File: config.mk
export PLATFORM = sky130hd
export DESIGN_NAME = uart_packet_assembler
export DESIGN_NICKNAME = d
export VERILOG_FILES = /design/src/rtl/uart_packet_assembler.sv
export SDC_FILE = /design/constraint.sdc
export NUM_CORES = 1
export LEC_CHECK = 0
export ABC_AREA = 1
export CAP_MARGIN = 20
export CORE_UTILIZATION = 60
export CTS_CLUSTER_DIAMETER = 60
export DETAILED_ROUTE_END_ITERATION = 6
export PLACE_DENSITY = 0.84
export REMOVE_ABC_BUFFERS = 1
export SETUP_SLACK_MARGIN = 0.5
export SLEW_MARGIN = 40
export SYNTH_ARGS = -nofsm -noshare
export SYNTH_HDL_FRONTEND = slang
export SYNTH_SLANG_ARGS = --single-unit
File: constraint.sdc
create_clock -name clk -period 4 [get_ports clk]
set_clock_uncertainty 0.2 [all_clocks]
set_input_delay 0.8 -clock clk [delete_from_list [all_inputs] [get_ports clk]]
set_output_delay 0.8 -clock clk [all_outputs]
set_load 0.02 [all_outputs]
File: src/rtl/uart_packet_assembler.sv
// Oversampling 8N1 UART receiver that assembles BYTES_PER_PKT good bytes into one packet word,
// with start-glitch rejection, framing-error detection and an inter-byte timeout.
module uart_packet_assembler #(
    parameter int CLKS_PER_BIT  = 32,
    parameter int BYTES_PER_PKT = 4,
    parameter int MSB_FIRST     = 1,
    parameter int TIMEOUT_BITS  = 20
) (
    input  logic                         clk,
    input  logic                         reset,
    input  logic                         rx_in,
    output logic                         vld_out,
    output logic [8*BYTES_PER_PKT-1:0]   packet,
    output logic                         byte_vld,
    output logic [7:0]                   byte_data,
    output logic                         frame_err,
    output logic                         timeout_err,
    output logic                         busy
);

    localparam int PW     = 8 * BYTES_PER_PKT;
    localparam int HALF   = CLKS_PER_BIT / 2;
    localparam int CNT_W  = $clog2(CLKS_PER_BIT);
    localparam int TO_CYC = TIMEOUT_BITS * CLKS_PER_BIT;
    localparam int TO_W   = $clog2(TO_CYC + 1);
    localparam int BC_W   = $clog2(BYTES_PER_PKT + 1);

    typedef enum logic [1:0] {IDLE, START, DATA, STOP} state_t;

    state_t            state, state_next;
    logic              sync1, sync2, rx_prev;
    logic [1:0]        settle;
    logic              fall;
    logic [CNT_W-1:0]  cnt;
    logic [2:0]        bit_idx;
    logic [7:0]        shreg;
    logic [PW-1:0]     assembly;
    logic [PW-1:0]     assembly_next;
    logic [BC_W-1:0]   byte_cnt;
    logic [TO_W-1:0]   idle_cnt;
    logic              tick_start, tick_data, tick_stop;

    function automatic logic [PW-1:0] append_byte(input logic [PW-1:0] acc, input logic [7:0] b);
        if (MSB_FIRST != 0)
            return (acc << 8) | PW'(b);
        else
            return (acc >> 8) | (PW'(b) << (PW - 8));
    endfunction

    // The synchroniser resets to 1, so a line held low across reset would look like a
    // falling edge; edges are ignored until the chain has refilled with real samples.
    assign fall          = (settle == 2'd3) && rx_prev && !sync2;
    assign assembly_next = append_byte(assembly, shreg);
    assign busy          = (state != IDLE) || (byte_cnt != '0);

    always_ff @(posedge clk) begin
        if (reset)
            state <= IDLE;
        else
            state <= state_next;
    end

    always_comb begin
        state_next = state;
        tick_start = 1'b0;
        tick_data  = 1'b0;
        tick_stop  = 1'b0;
        case (state)
            IDLE: begin
                if (fall)
                    state_next = START;
            end
            START: begin
                if (cnt == CNT_W'(HALF - 1)) begin
                    tick_start = 1'b1;
                    state_next = sync2 ? IDLE : DATA;
                end
            end
            DATA: begin
                if (cnt == CNT_W'(CLKS_PER_BIT - 1)) begin
                    tick_data = 1'b1;
                    if (bit_idx == 3'd7)
                        state_next = STOP;
                end
            end
            STOP: begin
                if (cnt == CNT_W'(CLKS_PER_BIT - 1)) begin
                    tick_stop  = 1'b1;
                    state_next = IDLE;
                end
            end
            default: state_next = IDLE;
        endcase
    end

    always_ff @(posedge clk) begin
        if (reset) begin
            sync1       <= 1'b1;
            sync2       <= 1'b1;
            rx_prev     <= 1'b1;
            settle      <= 2'd0;
            cnt         <= '0;
            bit_idx     <= '0;
            shreg       <= '0;
            assembly    <= '0;
            byte_cnt    <= '0;
            idle_cnt    <= '0;
            packet      <= '0;
            byte_data   <= '0;
            vld_out     <= 1'b0;
            byte_vld    <= 1'b0;
            frame_err   <= 1'b0;
            timeout_err <= 1'b0;
        end else begin
            sync1       <= rx_in;
            sync2       <= sync1;
            rx_prev     <= sync2;
            vld_out     <= 1'b0;
            byte_vld    <= 1'b0;
            frame_err   <= 1'b0;
            timeout_err <= 1'b0;
            if (settle != 2'd3)
                settle <= settle + 2'd1;

            if (state == IDLE || tick_start || tick_data)
                cnt <= '0;
            else
                cnt <= cnt + CNT_W'(1);

            if (tick_start)
                bit_idx <= '0;
            else if (tick_data)
                bit_idx <= bit_idx + 3'd1;

            if (tick_data)
                shreg <= {sync2, shreg[7:1]};

            if (tick_stop) begin
                if (sync2) begin
                    byte_vld  <= 1'b1;
                    byte_data <= shreg;
                    if (byte_cnt == BC_W'(BYTES_PER_PKT - 1)) begin
                        packet   <= assembly_next;
                        vld_out  <= 1'b1;
                        assembly <= '0;
                        byte_cnt <= '0;
                    end else begin
                        assembly <= assembly_next;
                        byte_cnt <= byte_cnt + BC_W'(1);
                    end
                end else begin
                    frame_err <= 1'b1;
                    assembly  <= '0;
                    byte_cnt  <= '0;
                end
            end

            // Timeout only acts in IDLE, so it never collides with the stop-bit updates above;
            // a simultaneous falling edge still starts a new frame via the FSM.
            if (state == IDLE && byte_cnt != '0) begin
                if (idle_cnt == TO_W'(TO_CYC - 1)) begin
                    timeout_err <= 1'b1;
                    assembly    <= '0;
                    byte_cnt    <= '0;
                    idle_cnt    <= '0;
                end else begin
                    idle_cnt <= idle_cnt + TO_W'(1);
                end
            end else begin
                idle_cnt <= '0;
            end
        end
    end

endmodule

==> out/qor.yml <==
final_layout:
  diodes: 0
  final_cells: 701
  fin_util_pct: 71.7
  stdcell_area_um2: 4900
  drive_gt1_share_pct: 6.94
  syn_to_final_growth_pct: 15.3
  fin_nets: 613
clock_tree:
  clk_path_buf_depth: 2
  cts_tree: "yes"
  ctsRootBufferMaster: "clkbuf_8"
  post_cts_buffers: 0
  clock_sinks: 104
  post_cts_resized: 0
  h-tree-depth: 3
  clkTransAtPathRegs_ns: 0.09
  clkLatencyLatePin_ns: 0.35
  numCtsBuffers: 9
  hold_buffers: 0
logic_synthesis:
  syn_area_per_cell_um2: 7.53
  synth.area.top_cells: "dfxtp_1 (49%), nand2_1 (13%), nor2_1 (9.3%)"
  ys_warn_count: 0
  async_reset_ff_share_pct: 0
  synth_cells: 564
  yosysMostFrequentCell: "nand2_1"
  synth_top_area_share_pct: 49.0
  synth_top_cells_by_count: "nand2_1 (149), nor2_1 (105), dfxtp_1 (104), inv_1 (54), o21a_1 (25)"
  synthDistinctLibCells: 29
  ys_ff_latch: 104
  yosys_most_used_dff: "dfxtp_1"
  syn_area_um2: 4250
  synth_top_area_cell: "dfxtp_1"
  synth_edf_count: 0
  yosysSeqAreaShare_pct: 49.0
placement:
  pre_cts_ws_ns: 0.983
  dpl_cell_area_um2: 4710
  dp_hpwl_um: 4990
  io_buffers: 47
  dp.cells: 685
  place.gp.congestion: 0.762
timing:
  clock.fmax_mhz: 364
  worst_slack_ns: 1.25
  setup_viol_count_final: 0
  rsz0062_at_grt: "no"
  hold_viol_final: 0
  relSlewSlack_pct: 59.0
  post-route-period-util_pct: 68.7
  worstMarginPinSlew_ns: 0.613
  holdWs_ns: 0.215
  finalSetupTns_ns: 0
  final_max_slew_viol_count: 0
  period_minus_slack_ns: 2.75
drt:
  drtAntennaViolNets: 0
  drt-pass1-iter-count: 4
  drc_errors: 0
  wire_per_inst_um: 10.7
  viasPerCell: 4.83
  drtIter0Drc: 200
  num_vias: 3385
  wl_um: 7480
pwr:
  p_clk_share_pct: 34.2
  swShare_pct: 22.1
  vdd_drop_max_mv: 0.242
  comb_power_share_pct: 3.7
  seqPwrFrac_pct: 62.1
  cellPowerDensity_nw_per_um2: 347
  p_total_mw: 1.70
  p_sw_mw: 0.375
  p_int_mw: 1.32
  leakagePower_nw: 1.77
die:
  dieArea_um2: 7420
  ioPinCount: 48
  die_w_um: 86.2
  initial_core_util_pct: 62.2
  fp.dieH_um: 86.2
  core_um2: 6830
  num_rows: 30
hold_path:
  hold_path_class: "flip-flop to flip-flop"
setup_path:
  critical_path_required_ns: 4.06
  cp-start-kind: "flip-flop"
  critPathMaxFanout: 64
  cp.arrival_ns: 2.81
  crit_type: "flip-flop to flip-flop"
  end_kind: "flip-flop"
grt:
  overflow: 0
  track_usage_pct: 22.1
  grt_pass1_wl_um: 13200
  grt_max_degree: 65
  antenna_found_initial: 0
  grt_pass1_vias: 3222
flow_run:
  maxCapViolations: 0
status:
  status: "completed"
==> metal layers <==
| metal | wire length, µm | vias up | track usage (%) |
|---|---|---|---|
| li1 | - | 1801 | - |
| met1 | 3380 | 1523 | 25.2 |
| met2 | 3740 | 49 | 39.5 |
| met3 | 219 | 12 | 3.85 |
| met4 | 135 | 0 | 11.2 |
| met5 | 0 | - | 0 |
==> cell families after synthesis <==
kind of cell	synth area share [%]
xor gates and xnor gates	1.65
AOI/OAI and AO/OA	9.33
adders and majority gates	2.65
buffers and inverters	8.51
and+or+nand+nor	28.9
DFF	49.0
==> worst paths after layout <==
kind         depth (start not counted)  startpoint         end  slack, ns
min                                  1       sync1       sync2       0.22
max reg2reg                         11      cnt[0]  packet[21]       1.25
max                                 11      cnt[0]  packet[21]       1.25
min reg2reg                          1       sync1       sync2       0.22
==> worst max-delay path: stages (launching register included) <==
cell,delay [ns]
dfxtp_1,0.37
ha_1,0.19
and3_1,0.18
ha_1,0.18
nand2_2,0.09
nor2_4,0.12
nand2_2,0.36
nor2_4,0.18
buf_4,0.50
nand2_1,0.11
nand2_1,0.09
nor2_1,0.05
==> layout make-up <==
class / instances / area, µm²
multi-input cells: 379 / 1810
clock inverters: 3 / 17.5
well taps: 96 / 120
flip-flops and latches: 104 / 2080
clock buffers: 12 / 155
inverters: 56 / 210
repair buffers: 51 / 508
fillers: 582 / 1930
==> layout by cell type (no fill, tap or decap), types with 4 or more instances in the layout <==
cell,Yosys,final
nand3_1,19,19
nand2_1,149,149
clkbuf_8,0,11
xnor2_1,4,4
clkdlybuf4s50_1,0,47
o21a_1,25,25
xor2_1,4,4
nor2_1,105,105
a21oi_1,24,24
o21ai_0,12,12
inv_1,54,54
nor2_2,10,10
ha_1,9,9
dfxtp_1,104,104
==> power by group through the flow <==
stage	clock network [mW]	logic, mW	registers, mW
floorplan	0	0.0431	1.08
global placement	0	0.0593	1.08
detailed placement	0	0.0611	1.08
CTS	0.597	0.0616	1.05
global route	0.636	0.0721	1.06
finish	0.581	0.0631	1.05
==> flip-flops by register name (all words and copies together) (netlist names), named ones only <==
register,cells
vld_out,1
idle_cnt,10
settle,2
byte_data,8
assembly,24
packet,32
sync1,1
state,1
rx_prev,1
frame_err,1
byte_cnt,3
shreg,8
timeout_err,1
sync2,1
bit_idx,3
cnt,5
byte_vld,1
Note: power is estimated with default switching activity, not from simulation.
